==> src/rtl/axi_lite_initiator.sv <==
// Single-outstanding AXI4-Lite initiator: accepts one command, runs the AXI
// write or read handshakes, and returns one response (with optional B/R timeout).
module axi_lite_initiator #(
  parameter int unsigned ADDR_WIDTH  = 32,
  parameter int unsigned RSP_TIMEOUT = 1024
) (
  input  logic                  clk,
  input  logic                  resetn,
  // Command channel
  input  logic                  cmd_valid,
  output logic                  cmd_ready,
  input  logic                  cmd_write,
  input  logic [ADDR_WIDTH-1:0] cmd_addr,
  input  logic [31:0]           cmd_wdata,
  input  logic [3:0]            cmd_wstrb,
  // Response channel
  output logic                  rsp_valid,
  input  logic                  rsp_ready,
  output logic                  rsp_write,
  output logic [31:0]           rsp_rdata,
  output logic [1:0]            rsp_resp,
  // AXI write
  output logic                  awvalid,
  input  logic                  awready,
  output logic [ADDR_WIDTH-1:0] awaddr,
  output logic                  wvalid,
  input  logic                  wready,
  output logic [31:0]           wdata,
  output logic [3:0]            wstrb,
  input  logic                  bvalid,
  output logic                  bready,
  input  logic [1:0]            bresp,
  // AXI read
  output logic                  arvalid,
  input  logic                  arready,
  output logic [ADDR_WIDTH-1:0] araddr,
  input  logic                  rvalid,
  output logic                  rready,
  input  logic [31:0]           rdata,
  input  logic [1:0]            rresp,
  // Status
  output logic                  busy,
  output logic [31:0]           txn_count
);

  typedef enum logic [2:0] {
    StIdle, StWrite, StWresp, StRaddr, StRdata, StResp
  } state_e;

  localparam logic [31:0] TmoLast = 32'(RSP_TIMEOUT) - 32'd1;

  state_e                  state_q;
  logic                    cmd_ready_q, busy_q;
  logic                    awvalid_q, wvalid_q, bready_q, arvalid_q, rready_q;
  logic                    rsp_valid_q, rsp_write_q;
  logic [ADDR_WIDTH-1:0]   awaddr_q, araddr_q;
  logic [31:0]             wdata_q, rsp_rdata_q, txn_count_q, tmo_q;
  logic [3:0]              wstrb_q;
  logic [1:0]              rsp_resp_q;
  logic                    tmo_hit;

  // A zero RSP_TIMEOUT disables the timeout entirely.
  assign tmo_hit = (RSP_TIMEOUT != 0) && (tmo_q == TmoLast);

  always_ff @(posedge clk or negedge resetn) begin
    if (!resetn) begin
      state_q     <= StIdle;
      cmd_ready_q <= 1'b1;
      busy_q      <= 1'b0;
      awvalid_q   <= 1'b0;
      wvalid_q    <= 1'b0;
      bready_q    <= 1'b0;
      arvalid_q   <= 1'b0;
      rready_q    <= 1'b0;
      rsp_valid_q <= 1'b0;
      rsp_write_q <= 1'b0;
      awaddr_q    <= '0;
      araddr_q    <= '0;
      wdata_q     <= '0;
      wstrb_q     <= '0;
      rsp_rdata_q <= '0;
      rsp_resp_q  <= '0;
      txn_count_q <= '0;
      tmo_q       <= '0;
    end else begin
      unique case (state_q)
        StIdle: begin
          if (cmd_valid) begin
            cmd_ready_q <= 1'b0;
            busy_q      <= 1'b1;
            rsp_write_q <= cmd_write;
            if (cmd_write) begin
              state_q   <= StWrite;
              awvalid_q <= 1'b1;
              wvalid_q  <= 1'b1;
              awaddr_q  <= cmd_addr;
              wdata_q   <= cmd_wdata;
              wstrb_q   <= cmd_wstrb;
            end else begin
              state_q   <= StRaddr;
              arvalid_q <= 1'b1;
              araddr_q  <= cmd_addr;
            end
          end
        end
        StWrite: begin
          // AW and W complete independently; leave once neither is pending.
          if (awvalid_q && awready) awvalid_q <= 1'b0;
          if (wvalid_q && wready)   wvalid_q  <= 1'b0;
          if ((!awvalid_q || awready) && (!wvalid_q || wready)) begin
            state_q  <= StWresp;
            bready_q <= 1'b1;
            tmo_q    <= '0;
          end
        end
        StWresp: begin
          if (bvalid || tmo_hit) begin
            state_q     <= StResp;
            bready_q    <= 1'b0;
            rsp_valid_q <= 1'b1;
            rsp_rdata_q <= '0;
            rsp_resp_q  <= bvalid ? bresp : 2'b11;
          end else begin
            tmo_q <= tmo_q + 32'd1;
          end
        end
        StRaddr: begin
          if (arready) begin
            state_q   <= StRdata;
            arvalid_q <= 1'b0;
            rready_q  <= 1'b1;
            tmo_q     <= '0;
          end
        end
        StRdata: begin
          if (rvalid || tmo_hit) begin
            state_q     <= StResp;
            rready_q    <= 1'b0;
            rsp_valid_q <= 1'b1;
            rsp_rdata_q <= rvalid ? rdata : 32'd0;
            rsp_resp_q  <= rvalid ? rresp : 2'b11;
          end else begin
            tmo_q <= tmo_q + 32'd1;
          end
        end
        StResp: begin
          if (rsp_ready) begin
            state_q     <= StIdle;
            rsp_valid_q <= 1'b0;
            cmd_ready_q <= 1'b1;
            busy_q      <= 1'b0;
            txn_count_q <= txn_count_q + 32'd1;
          end
        end
        default: state_q <= StIdle;
      endcase
    end
  end

  assign cmd_ready = cmd_ready_q;
  assign busy      = busy_q;
  assign awvalid   = awvalid_q;
  assign awaddr    = awaddr_q;
  assign wvalid    = wvalid_q;
  assign wdata     = wdata_q;
  assign wstrb     = wstrb_q;
  assign bready    = bready_q;
  assign arvalid   = arvalid_q;
  assign araddr    = araddr_q;
  assign rready    = rready_q;
  assign rsp_valid = rsp_valid_q;
  assign rsp_write = rsp_write_q;
  assign rsp_rdata = rsp_rdata_q;
  assign rsp_resp  = rsp_resp_q;
  assign txn_count = txn_count_q;

endmodule

==> config.mk <==
export PLATFORM = sky130hd
export DESIGN_NAME = axi_lite_initiator
export DESIGN_NICKNAME = d
export VERILOG_FILES = /design/src/rtl/axi_lite_initiator.sv
export SDC_FILE = /design/constraint.sdc
export NUM_CORES = 1
export LEC_CHECK = 0
export ABC_AREA = 0
export CAP_MARGIN = 20
export CORE_ASPECT_RATIO = 0.6
export CORE_MARGIN = 2
export CORE_UTILIZATION = 46
export DETAILED_ROUTE_END_ITERATION = 7
export HOLD_SLACK_MARGIN = 0.15
export PLACE_DENSITY = 0.86
export SYNTH_ARGS = -nofsm -noshare
export SYNTH_HDL_FRONTEND = slang
export SYNTH_SLANG_ARGS = --single-unit
==> constraint.sdc <==
create_clock -name clk -period 3.2 [get_ports clk]
set_input_delay 0.48 -clock clk [delete_from_list [all_inputs] [get_ports clk]]
set_output_delay 0.48 -clock clk [all_outputs]
set_load 0.02 [all_outputs]
Word-level counts from Yosys, hierarchy flattened

Index checks and enable logic that the tools add are counted.

Register bits: 210
Input bits: 114
Output and inout bits: 175
Logic and storage cells: 118

Add/subtract/negate cells: 2
Equality and inequality tests: 18
Muxes and demuxes: 47
Bitwise operators: 1
Reductions and logical operators: 32

Operators with widths:

| cell                                                   | number |
|---|---|
| two-way mux 32 bit                                     | 7 |
| one-hot mux 32 bit (4 select lines)                    | 1 |
| adder 32 x 1 -> 32 bit (second input constant)         | 2 |
| one-hot mux 32 bit (2 select lines)                    | 1 |
| equality test 32 x 10 -> 1 bit (second input constant) | 1 |
| inequality test 2 bit (second input constant)          | 12 |
| two-way mux 3 bit                                      | 6 |
| one-hot mux 3 bit (6 select lines)                     | 1 |
| AND reduction 3 bit                                    | 6 |
| two-way mux 1 bit                                      | 17 |
| AND reduction 4 bit                                    | 4 |
| one-hot mux 1 bit (2 select lines)                     | 7 |
| nonzero test 2 bit                                     | 6 |
| two-way mux 2 bit                                      | 5 |
| equality test 3 x 2 -> 1 bit (second input constant)   | 2 |
| equality test 3 bit (second input constant)            | 2 |
| AND reduction 6 bit                                    | 1 |
| AND reduction 5 bit                                    | 1 |
| logical OR 1 bit                                       | 4 |
| one-hot mux 2 bit (2 select lines)                     | 1 |
| AND reduction 2 bit                                    | 2 |
| nonzero test 4 bit                                     | 1 |
| equality test 3 x 1 -> 1 bit (second input constant)   | 1 |
| logical AND 1 bit                                      | 3 |
| 5 further kinds                                        | 6 |

Logic depth before layout (Yosys ltp)

Depth after elaboration: 5
Gate-level depth with buffers: 10
Depth with buffers taken out: 7

Worst setup path after synthesis

OpenSTA, ideal clock, no wires.

Path type: register to register
Start: register tmo_q[0]
End: register tmo_q[23]
Setup time: 141 ps
Arrival: 2082 ps
Data required time: 3059 ps
Setup slack: 977 ps
Stages on the path, launching flop included: 11
Path buffers: 3
Clock period less this slack: 2223 ps
Path through: dfrtp_1 -> ha_1 -> and3_1 -> clkbuf_1 -> nand4_1 -> nor3_2 -> o32a_1 -> buf_4 -> nor2_4 -> buf_2 -> a31oi_1

Word-level cells in the longest chain between the ends: 4
Elaborated cells between the ends (all ways): 10
Those cells by class: add/sub: 1; eq/ne: 3; mux: 3; reduce/logical: 3

RTL lines:

| element                                                        | RTL line | RTL |
|---|---|---|
| start: declaration                                             | 57       | `logic [31:0] wdata_q, rsp_rdata_q, txn_count_q, tmo_q;` |
| start signal: assignment                                       | 124      | `tmo_q <= tmo_q + 32'd1;` |
| start signal: assignment                                       | 143      | `tmo_q <= tmo_q + 32'd1;` |
| branches (longest 4 deep; another with adder 32 x 1 -> 32 bit) | -        |  |

Several ways; the timed one is not identified. The select of a mux whose other input is x is not followed.
A chain may end at the register's enable or synchronous reset.

Final worst setup path

Start: register tmo_q[0]
End: register tmo_q[11]

Same word-level chain as after synthesis.

==> summary.txt <==
Status
  – Status: finished clean

Logic synthesis
  – Area fraction in compound gates after synthesis: 0.09963
  – #FFs+latches synth: 210
  – Post-synthesis xor/xnor area fraction: 0.03097
  – Ys Warns: 0
  – Most frequent cells after synthesis: dfrtp_1 (209), mux2_2 (102), nand2_1 (57)
  – Post-synth ARST share: 1.000
  – Synth area leaders: dfrtp_1 (60%), mux2_2 (13%), a22o_1 (3.2%)
  – Simple-gate share of the synthesized area: 0.1125
  – Synth top area share: 0.5966
  – Mapped cell area: 8766 sq um
  – Synth Area in Adders: 0.002855
  – Most common cell in the netlist: dfrtp_1
  – Leading area contributor after synthesis: dfrtp_1
  – Ys flop type: dfrtp_1
  – Sequential-to-total area share from yosys stat: 0.5996
  – Post-Syn Instances: 715
  – Largest family of logic cells by synthesized area: multiplexers
  – Mux contribution to synthesized area: 0.1322
  – Post-synth EDFFs: 0
  – Syn_area_per_cell: 12.26 sq um
  – Synth unique cells: 50
  – Post-Syn Nets: 831

Power
  – Leak: 5.415 nW
  – Worst VDD drop: 0.0004213 V
  – Pwr dens: 919.9 nW/um^2

Timing
  – Fmax: 367.4 MHz
  – Tmin final: 2.722 ns
  – Fin. max-slew vios: 0
  – Actual slew at the worst max-slew pin: 0.6949 ns
  – Final Skew: 0.01931 ns
  – Fin crit share: 0.8507
  – Hold Vio Cnt, Final: 0
  – # setup viols final: 0
  – Setup tns final: 0 ns
  – RSZ-0062 raised after global routing: no
  – Slew margin rel.: 0.5357
  – Hold Slack: 0.4781 ns

Finish
  – Layout cells sized above 1: 0.1586
  – Final Net Count: 1,118
  – Non-filler instance count after layout: 1,261
  – Ant diodes: 0
  – Area Overhead vs Synth: 43.75%

CTS
  – H-Tree Depth: 1
  – CTS buffer count: 20
  – CTS tree: yes
  – Setup Fix Bufs, Post-CTS: 0
  – Worst-skew pair later-pin latency: 0.51 ns
  – Reg clk slew, reported paths: 0.07 ns
  – Max Root-Sink Buffers: 3
  – Clock root buffer master: clkbuf_16
  – CTS Sinks: 210

Setup path
  – CP required: 3.54 ns
  – Critical path type: flip-flop to flip-flop
  – CP Launch Type: flip-flop
  – CP endpoint kind: flip-flop
  – Arr. time, crit path: 3.06 ns
  – Crit path max fanout: 28

GRT
  – GRT Total Usage: 0.2329
  – Vias in the first global route: 6,816
  – Initial antenna violation count: 0
  – Global-route wire length before repair: 37,870 um
  – Remaining Overflow, GRT: 0
  – Largest net degree at the start of global routing: 82

Floorplan
  – Die height: 110.9 um
  – I/O pins: 289
  – Die area: 20,210 sq um
  – Num rows: 39
  – Die width: 182.2 um
  – Initial Utilization: 0.4654
  – Placeable Area: 18,840 sq um

Detailed routing
  – Drt drc: 0
  – Antenna-violating nets left: 0
  – Avg WL per Cell: 18.74 um
  – Detailed-router iteration count before antenna repair: 5
  – Vias per cell: 5.477
  – Total Wirelength: 23,630 um
  – Starting DRC count in detailed routing: 534
  – Vias: 6,906

Placed design
  – Placed cells: 1,225
  – DPL Wire Length: 16,880 um
  – Port buffer count: 288
  – GPL Wtd Cong: 0.8561

Worst hold path
  – Hold crit path type: flip-flop to flip-flop

Flow run
  – Max-Cap Viols: 0
## worst paths after layout
check	from	end	slack (ns)	depth (start not counted)
setup / recovery	tmo_q[0]	tmo_q[11]	0.48	7
hold / removal	txn_count[31]	txn_count[31]	0.48	1
setup reg to reg	tmo_q[0]	tmo_q[11]	0.48	7
hold reg to reg	txn_count[31]	txn_count[31]	0.48	1
max in group asynchronous	resetn	rsp_resp[0]	1.76	3
min in group asynchronous	resetn	rsp_rdata[31]	0.55	2
## metrics by stage
stage          utilization  setup WS [ns]  area, sq um  power (mW)
5_1_grt             0.6690         0.3284        12600       12.18
3_5_place_dp        0.6327         0.5552        11920       9.194
2_1_floorplan            -         0.9773         8766       6.712
3_3_place_gp        0.6327         0.5951        11920       9.026
4_1_cts             0.6690         0.5111        12600       11.68
6_report            0.6690         0.4778        12600       11.59
## what timing repair did
action,in CTS,in global routing
gates resized for setup,0,0
setup endpoints to repair,0,0
hold buffers,1,0
endpoints found under the hold margin,78,0
## kinds of logic (layout without fill, tap and decap cells)
family,count (synthesis),after routing
buf+inv,46,346
simple gates,199,199
flops,210,210
fa+ha+maj,2,2
xor+xnor,31,31
compound gates,124,124
mux,103,103
## layout make-up
class,instances,area (sq um)
fillers,1378,6235
flip-flops and latches,210,5256
multi-input cells,459,3319
repair buffers,303,3014
clock buffers,26,553.0
well taps,246,307.8
clock inverters,9,120.1
inverters,8,30.03
## state kept, by name, summed over array words and instances, names as in the netlist
signal,count
arvalid,1
rready,1
wdata,32
tmo_q,32
txn_count,32
busy,1
awvalid,1
rsp_write,1
rsp_resp,2
rsp_valid,1
wstrb,4
bready,1
cmd_ready,1
rsp_rdata,32
araddr,32
wvalid,1
state_q,3
awaddr,32
## worst max-delay path: stages, from the launching register on
cell and delay, ns:
dfrtp_1 0.42, ha_1 0.24, and3_1 0.22, nand4_1 0.23
nor3_2 0.11, o32a_1 0.53, nor2_4 0.62, a31oi_1 0.19
## cells in the final DEF (no fill, tap or decap), drive strengths merged, types with 5 or more instances in the layout
| master | n |
|---|---|
| a21oi | 17 |
| xor2 | 14 |
| mux2 | 102 |
| a31oi | 29 |
| and4 | 5 |
| a2bb2oi | 5 |
| inv | 9 |
| a22o | 32 |
| dfrtp | 209 |
| nand4 | 20 |
| nor4 | 8 |
| xnor2 | 17 |
| nor3 | 16 |
| and3 | 8 |
| nand2b | 5 |
| clkinv | 5 |
| nand2 | 57 |
| nand3 | 20 |
| buf | 14 |
| clkbuf | 27 |
| nor2 | 50 |
| o21ai | 18 |
| clkdlybuf4s50 | 287 |
## per-layer routing
metal  global-route usage  part of all wire  vias to the layer above
li1                     -                 -                     3166
met1               0.3209              0.43                     3449
met2               0.3728              0.46                      257
met3              0.06965             0.087                       34
met4              0.03925             0.016                        0
met5                    0                 0                        -
## power breakdown
part / switching (mW) / internal [mW] / total (mW)
combinational: 2.52 / 2.48 / 5.00
sequential: 0.606 / 3.55 / 4.16
clock: 1.03 / 1.40 / 2.43
No activity file was read; power rests on OpenSTA's default activity.
